File: src/rtl/load_store_unit_if.sv
// load_store_unit_if: core request/response channel plus the word-wide data-memory port.
interface load_store_unit_if #(
  parameter int ADDR_WIDTH = 16,
  parameter int DATA_WIDTH = 32
);
  logic                  req_valid;
  logic                  req_ready;
  logic                  req_we;
  logic [2:0]            req_funct3;
  logic [31:0]           req_addr;
  logic [31:0]           req_wdata;
  logic                  resp_valid;
  logic                  resp_ready;
  logic [31:0]           resp_rdata;
  logic                  resp_fault;
  logic                  mem_wEn;
  logic [ADDR_WIDTH-1:0] mem_d_address;
  logic [DATA_WIDTH-1:0] mem_d_write_data;
  logic [DATA_WIDTH-1:0] mem_d_read_data;
  modport master (
    output req_valid, req_we, req_funct3, req_addr, req_wdata, resp_ready, mem_d_read_data,
    input  req_ready, resp_valid, resp_rdata, resp_fault, mem_wEn, mem_d_address, mem_d_write_data
  );
  modport slave (
    input  req_valid, req_we, req_funct3, req_addr, req_wdata, resp_ready, mem_d_read_data,
    output req_ready, resp_valid, resp_rdata, resp_fault, mem_wEn, mem_d_address, mem_d_write_data
  );
endinterface

File: src/rtl/load_store_unit.sv
// load_store_unit: RV32I byte/half/word loads and stores over a combinational-read word memory;
// sub-word stores are done as read-modify-write.
module load_store_unit #(
  parameter int ADDR_WIDTH = 16,
  parameter int DATA_WIDTH = 32
) (
  input logic              clock,
  input logic              reset_n,
  load_store_unit_if.slave bus
);
  typedef enum logic [1:0] {IDLE, ACCESS, WRITE, RESP} state_t;
  state_t                  state, state_nx;
  logic                    we;
  logic [2:0]              funct3;
  logic [ADDR_WIDTH-1:0]   addr;
  logic [DATA_WIDTH-1:0]   wr_data;
  logic [31:0]             rdata;
  logic                    fault_q;
  logic                    accept, illegal, misaligned, fault, sub_word;
  logic [4:0]              shamt;
  logic [31:0]             shifted, load_val, lane_mask, lane_data, merged;
  assign accept     = bus.req_valid && state == IDLE;
  assign illegal    = bus.req_we ? (bus.req_funct3[2] || bus.req_funct3[1:0] == 2'b11)
                                 : (bus.req_funct3 == 3'b011 || bus.req_funct3[2:1] == 2'b11);
  assign misaligned = (bus.req_funct3[1:0] == 2'b01 && bus.req_addr[0]) ||
                      (bus.req_funct3[1:0] == 2'b10 && bus.req_addr[1:0] != 2'b00);
  assign fault      = illegal || misaligned;
  assign sub_word   = funct3[1:0] != 2'b10;
  assign shamt      = {addr[1:0], 3'b000};
  assign shifted    = bus.mem_d_read_data >> shamt;
  // funct3[2] selects zero extension for LBU/LHU
  assign load_val   = funct3[1] ? shifted
                    : funct3[0] ? {{16{~funct3[2] & shifted[15]}}, shifted[15:0]}
                    : {{24{~funct3[2] & shifted[7]}}, shifted[7:0]};
  assign lane_mask  = (funct3[0] ? 32'h0000_FFFF : 32'h0000_00FF) << shamt;
  assign lane_data  = funct3[0] ? {2{wr_data[15:0]}} : {4{wr_data[7:0]}};
  assign merged     = (bus.mem_d_read_data & ~lane_mask) | (lane_data & lane_mask);
  always_ff @(posedge clock or negedge reset_n)
    if (!reset_n) state <= IDLE;
    else state <= state_nx;
  always_comb begin
    state_nx = state;
    case (state)
      IDLE:    state_nx = accept ? (fault ? RESP : ACCESS) : IDLE;
      ACCESS:  state_nx = (we && sub_word) ? WRITE : RESP;
      WRITE:   state_nx = RESP;
      default: state_nx = bus.resp_ready ? IDLE : RESP;
    endcase
  end
  // wr_data doubles as the write-data register: store data on accept, merged word for SB/SH
  always_ff @(posedge clock or negedge reset_n)
    if (!reset_n) begin
      we      <= 1'b0;
      funct3  <= 3'b000;
      addr    <= '0;
      wr_data <= '0;
      rdata   <= 32'h0;
      fault_q <= 1'b0;
    end else if (accept) begin
      we      <= bus.req_we;
      funct3  <= bus.req_funct3;
      addr    <= bus.req_addr[ADDR_WIDTH-1:0];
      wr_data <= bus.req_wdata;
      rdata   <= 32'h0;
      fault_q <= fault;
    end else if (state == ACCESS) begin
      if (!we) rdata <= load_val;
      else if (sub_word) wr_data <= merged;
    end
  assign bus.req_ready        = state == IDLE;
  assign bus.resp_valid       = state == RESP;
  assign bus.resp_rdata       = rdata;
  assign bus.resp_fault       = fault_q;
  assign bus.mem_wEn          = state == WRITE || (state == ACCESS && we && !sub_word);
  assign bus.mem_d_address    = {addr[ADDR_WIDTH-1:2], 2'b00};
  assign bus.mem_d_write_data = wr_data;
endmodule

File: src/flat_wrapper.sv
// flat-port wrapper written by rule: the top's interface ports become plain ports
module load_store_unit_flat 
#(
  parameter int ADDR_WIDTH = 16,
  parameter int DATA_WIDTH = 32
)
  (clock, reset_n, bus_req_valid, bus_req_we, bus_req_funct3, bus_req_addr, bus_req_wdata, bus_resp_ready, bus_mem_d_read_data, bus_req_ready, bus_resp_valid, bus_resp_rdata, bus_resp_fault, bus_mem_wEn, bus_mem_d_address, bus_mem_d_write_data);
  load_store_unit_if #(.ADDR_WIDTH(ADDR_WIDTH), .DATA_WIDTH(DATA_WIDTH)) bus_i ();
  input logic clock;
  input logic reset_n;
  input wire logic [$bits(bus_i.req_valid)-1:0] bus_req_valid;
  input wire logic [$bits(bus_i.req_we)-1:0] bus_req_we;
  input wire logic [$bits(bus_i.req_funct3)-1:0] bus_req_funct3;
  input wire logic [$bits(bus_i.req_addr)-1:0] bus_req_addr;
  input wire logic [$bits(bus_i.req_wdata)-1:0] bus_req_wdata;
  input wire logic [$bits(bus_i.resp_ready)-1:0] bus_resp_ready;
  input wire logic [$bits(bus_i.mem_d_read_data)-1:0] bus_mem_d_read_data;
  output wire logic [$bits(bus_i.req_ready)-1:0] bus_req_ready;
  output wire logic [$bits(bus_i.resp_valid)-1:0] bus_resp_valid;
  output wire logic [$bits(bus_i.resp_rdata)-1:0] bus_resp_rdata;
  output wire logic [$bits(bus_i.resp_fault)-1:0] bus_resp_fault;
  output wire logic [$bits(bus_i.mem_wEn)-1:0] bus_mem_wEn;
  output wire logic [$bits(bus_i.mem_d_address)-1:0] bus_mem_d_address;
  output wire logic [$bits(bus_i.mem_d_write_data)-1:0] bus_mem_d_write_data;
  assign bus_i.req_valid = bus_req_valid;
  assign bus_i.req_we = bus_req_we;
  assign bus_i.req_funct3 = bus_req_funct3;
  assign bus_i.req_addr = bus_req_addr;
  assign bus_i.req_wdata = bus_req_wdata;
  assign bus_i.resp_ready = bus_resp_ready;
  assign bus_i.mem_d_read_data = bus_mem_d_read_data;
  assign bus_req_ready = bus_i.req_ready;
  assign bus_resp_valid = bus_i.resp_valid;
  assign bus_resp_rdata = bus_i.resp_rdata;
  assign bus_resp_fault = bus_i.resp_fault;
  assign bus_mem_wEn = bus_i.mem_wEn;
  assign bus_mem_d_address = bus_i.mem_d_address;
  assign bus_mem_d_write_data = bus_i.mem_d_write_data;
  load_store_unit #(.ADDR_WIDTH(ADDR_WIDTH), .DATA_WIDTH(DATA_WIDTH)) u_core (.clock(clock), .reset_n(reset_n), .bus(bus_i));
endmodule
File: config.mk
export PLATFORM = sky130hd
export DESIGN_NAME = load_store_unit_flat
export DESIGN_NICKNAME = d
export VERILOG_FILES = /design/src/rtl/load_store_unit_if.sv /design/src/rtl/load_store_unit.sv /design/src/flat_wrapper.sv
export SDC_FILE = /design/constraint.sdc
export NUM_CORES = 1
export LEC_CHECK = 0
export ABC_AREA = 1
export CAP_MARGIN = 20
export CORE_MARGIN = 10
export CORE_UTILIZATION = 45
export DETAILED_ROUTE_END_ITERATION = 8
export PLACE_DENSITY = 0.9
export SLEW_MARGIN = 20
export SYNTH_ARGS = -nofsm -noshare
export SYNTH_HDL_FRONTEND = slang
export SYNTH_SLANG_ARGS = --single-unit
File: constraint.sdc
create_clock -name clock -period 1.8 [get_ports clock]
set_input_delay 0.45 -clock clock [delete_from_list [all_inputs] [get_ports clock]]
set_output_delay 0.45 -clock clock [all_outputs]
set_load 0.05 [all_outputs]
==> metrics.txt <==
status=complete, no violations; core area=~11000 um2; Peak VDD IR=0.00154 V; final WL=~17 mm; P&R area growth vs syn=40.3%; Total GRT Usage=0.208; initial antenna violation count=0; FF-to-FF End=u_core.bus.resp_rdata[13]; first-pass GRT wire length=around 27 mm; kind of critical path=reg -> out; Slew Viols, Final=0; critical path's top delay family=flip-flops; Crit. Startpoint=u_core.state[0]; sequential fraction of the synthesis area=0.428; Yosys warnings=0; post-route ant nets=0; die area=roughly 16000 um2; port buffer count=between 150 and 200; CP cell instances=inv_2, ha_2, o21bai_4, buf_12; Worst setup EP type=output port; die width=126 um; CP Launch Type=register; GRT Residual Overflow=0; largest family of logic cells by synthesized area=simple AND/OR/NAND/NOR gates; #FFs+latches synth=slightly below 90; final setup vio count=0; Final Hold Fails=0; Placed Area=6750 um2; CP max FO=3; hold depth=2; slowest cell on the critical path=dfrtp_1; post-route cell area=just over 7000 um2; crit share post-route=0.995; Cell Area, Synth=5080 um2; Synth cell types=34; largest stage delay on the critical path=0.43 ns; drt first-iter violations=between 400 and 500; drt pass-1 iters=5; Crit Reg-Reg Startpoint=u_core.state[0]; total CTS buffers=9; Tmin final=between 1.5 and 2 ns; area fraction in compound gates after synthesis=0.173; WHS=a little under 0.5 ns; Max Cap Viol=0; row cnt=38; average wire per standard cell=17.3 um; fin util=0.652; simple-gate area share of the yosys netlist=0.269; HPWL after DPL=12.9 mm; clk slew on worst S/H paths=roughly 0.06 ns; hold endpoint=u_core.bus.mem_d_write_data[23]; ant diodes=0; drt via density=slightly above 5; H-tree depth=3; fin nets=around 940; pin count of the biggest net entering global routing=41; vias in the first global route=between 5000 and 6000; Buf+Inv Stages, Crit Path=2; CTS tree=built; unrepaired setup endpoints after global routing=true; Layout Skew=0.00821 ns; io pins=188; fill count=about 900; CP arrival=about 1.3 ns; Residual DRC=0; hold path startpoint=u_core.bus.mem_d_write_data[23]; routability cong.=0.924; Clock Path Buffers=2; Reg2Reg Setup Slack=around 0.11 ns; Crit path required time=approximately 1.4 ns; Mapped Avg Cell Area=approximately 7.5 um2; Die Height=roughly 130 um; Worst Hold Class=reg -> reg; XOR/XNOR share of the synthesized area=0; pwr/cell area=around 2100 nW/um2; fmax=~0.56 GHz; static leakage=around 3.6 nW; CTS Sinks=87; R2R depth=8; fraction of the mapped netlist area in adder cells=0.00985; post-synthesis mux area share=0.0158; Initial Utilization=0.465; share of cells above drive strength 1=0.205; clk_lat worst skew=approximately 0.35 ns; vias post-DR=5062; Post-Syn Instances=slightly below 700; Root Driver=clkbuf_16
[layout by cell type, fill, tap and decap left out, drive strengths merged]
master and instances:
conb 2, clkbuf 9, a21oi 11, o211ai 7, mux2i 8, dfrtp 87, nor2 39, nand4 2
buf 110, nand2 277, o31ai 6, nand3 22, clkdlybuf4s50 86, ha 4, inv 40, o21bai 1
o21ai 118, bufinv 1, clkinvlp 1, clkinv 4, dlygate4sd3 1, a211oi 2, a21boi 2
[how the worst max path moves through the flow]
stage                                      endpoint  cells after the start
finish                                  bus_mem_wEn                      4
global route                            bus_mem_wEn                      5
CTS                                     bus_mem_wEn                      5
detailed placement        u_core.bus.resp_rdata[17]                      7
global placement          u_core.bus.resp_rdata[17]                      7
floorplan           u_core.bus.mem_d_write_data[10]                      7
[Yosys cell counts]
master / instances / area share
o21bai_1: 1 / 0.0015
o21ai_1: 28 / 0.028
conb_1: 1 / 0.00074
mux2i_1: 8 / 0.016
o31ai_4: 1 / 0.0042
inv_4: 1 / 0.0012
o21ai_4: 1 / 0.0032
nand3_2: 5 / 0.0098
buf_1: 3 / 0.0022
inv_1: 33 / 0.024
nand3_1: 16 / 0.016
buf_6: 8 / 0.018
buf_2: 16 / 0.016
inv_2: 4 / 0.0030
dfrtp_1: 87 / 0.43
nand2_4: 1 / 0.0022
o21ai_2: 13 / 0.022
buf_4: 18 / 0.027
a21oi_1: 9 / 0.0089
o211ai_1: 7 / 0.010
a21oi_4: 2 / 0.0064
clkbuf_1: 10 / 0.0074
buf_8: 1 / 0.0030
a21boi_0: 2 / 0.0030
o21ai_0: 76 / 0.075
o31ai_1: 5 / 0.0074
nand4_1: 2 / 0.0025
nor2_1: 39 / 0.029
inv_8: 1 / 0.0022
nand2_1: 270 / 0.20
nand2_2: 6 / 0.0074
ha_1: 4 / 0.0098
nand3_4: 1 / 0.0034
a211oi_1: 2 / 0.0030
[where the power goes]
group | total [W] | switching [W] | internal (W) | leakage, nW
Sequential | 0.00352 | 0.000692 | 0.00282 | 1.10
Clock | 0.00192 | 0.000835 | 0.00109 | 0.146
Combinational | 0.00965 | 0.00648 | 0.00317 | 2.32
Total | 0.0151 | 0.00801 | 0.00708 | 3.57
[stage by stage]
stage / total power, W / cells / setup slack, ns / setup TNS [ns]
after global routing: 0.0161 / 980 / -0.0284 / -0.0284
after detailed placement: 0.0130 / 960 / -0.176 / -2.93
after CTS: 0.0150 / 978 / -0.0213 / -0.0213
after global placement: 0.0128 / 960 / -0.142 / -1.76
final: 0.0151 / 980 / 0.00968 / 0
after floorplan: 0.0102 / 683 / 0.0821 / 0
[registers in the layout (all words and copies together) (netlist names), named ones only]
signal / count
u_core.bus.resp_fault: 1
u_core.we: 1
u_core.addr: 16
u_core.funct3: 3
u_core.state: 2
u_core.bus.resp_rdata: 32
u_core.bus.mem_d_write_data: 24
[area by class of cell]
type / instances / area (um2) / area share
Inverter: 39 / 159 / 0.0223
Tap cell: 140 / 175 / 0.0246
Clock inverter: 7 / 81.3 / 0.0114
Sequential cell: 87 / 2180 / 0.306
Clock buffer: 9 / 225 / 0.0316
Multi-Input combinational cell: 501 / 2430 / 0.340
Timing Repair Buffer: 197 / 1880 / 0.264
[metal layers]
metal | wire, um | GRT usage | vias to the layer above
li1 | - | - | 2487
met1 | 7120 | 0.262 | 2313
met2 | 7920 | 0.328 | 229
met3 | 1400 | 0.0562 | 33
met4 | 515 | 0.0911 | 0
met5 | 0 | 0 | -
[cells by family after synthesis]
family | count (synthesis)
AOI/OAI and AO/OA | 147
adders and majority gates | 4
buffers and inverters | 95
DFF | 87
muxes | 8
other | 1
and+or+nand+nor | 340
[tightest hold or removal path: cells and delay by family (launching register included)]
| family | cells | cell delay [ns] |
|---|---|---|
| AND/OR/NAND/NOR | 2 | 0.10 |
| flip-flops | 1 | 0.35 |
[timing repair]
action / 4_1_cts / 5_1_grt
pin swaps: 1 / 0
resized for setup: 7 / 8
setup buffers: 1 / 2
setup endpoints to repair: 5 / 16
hold endpoints to repair: 12 / 0
hold buffers: 1 / 0
Note: power is estimated with default switching activity, not from simulation.
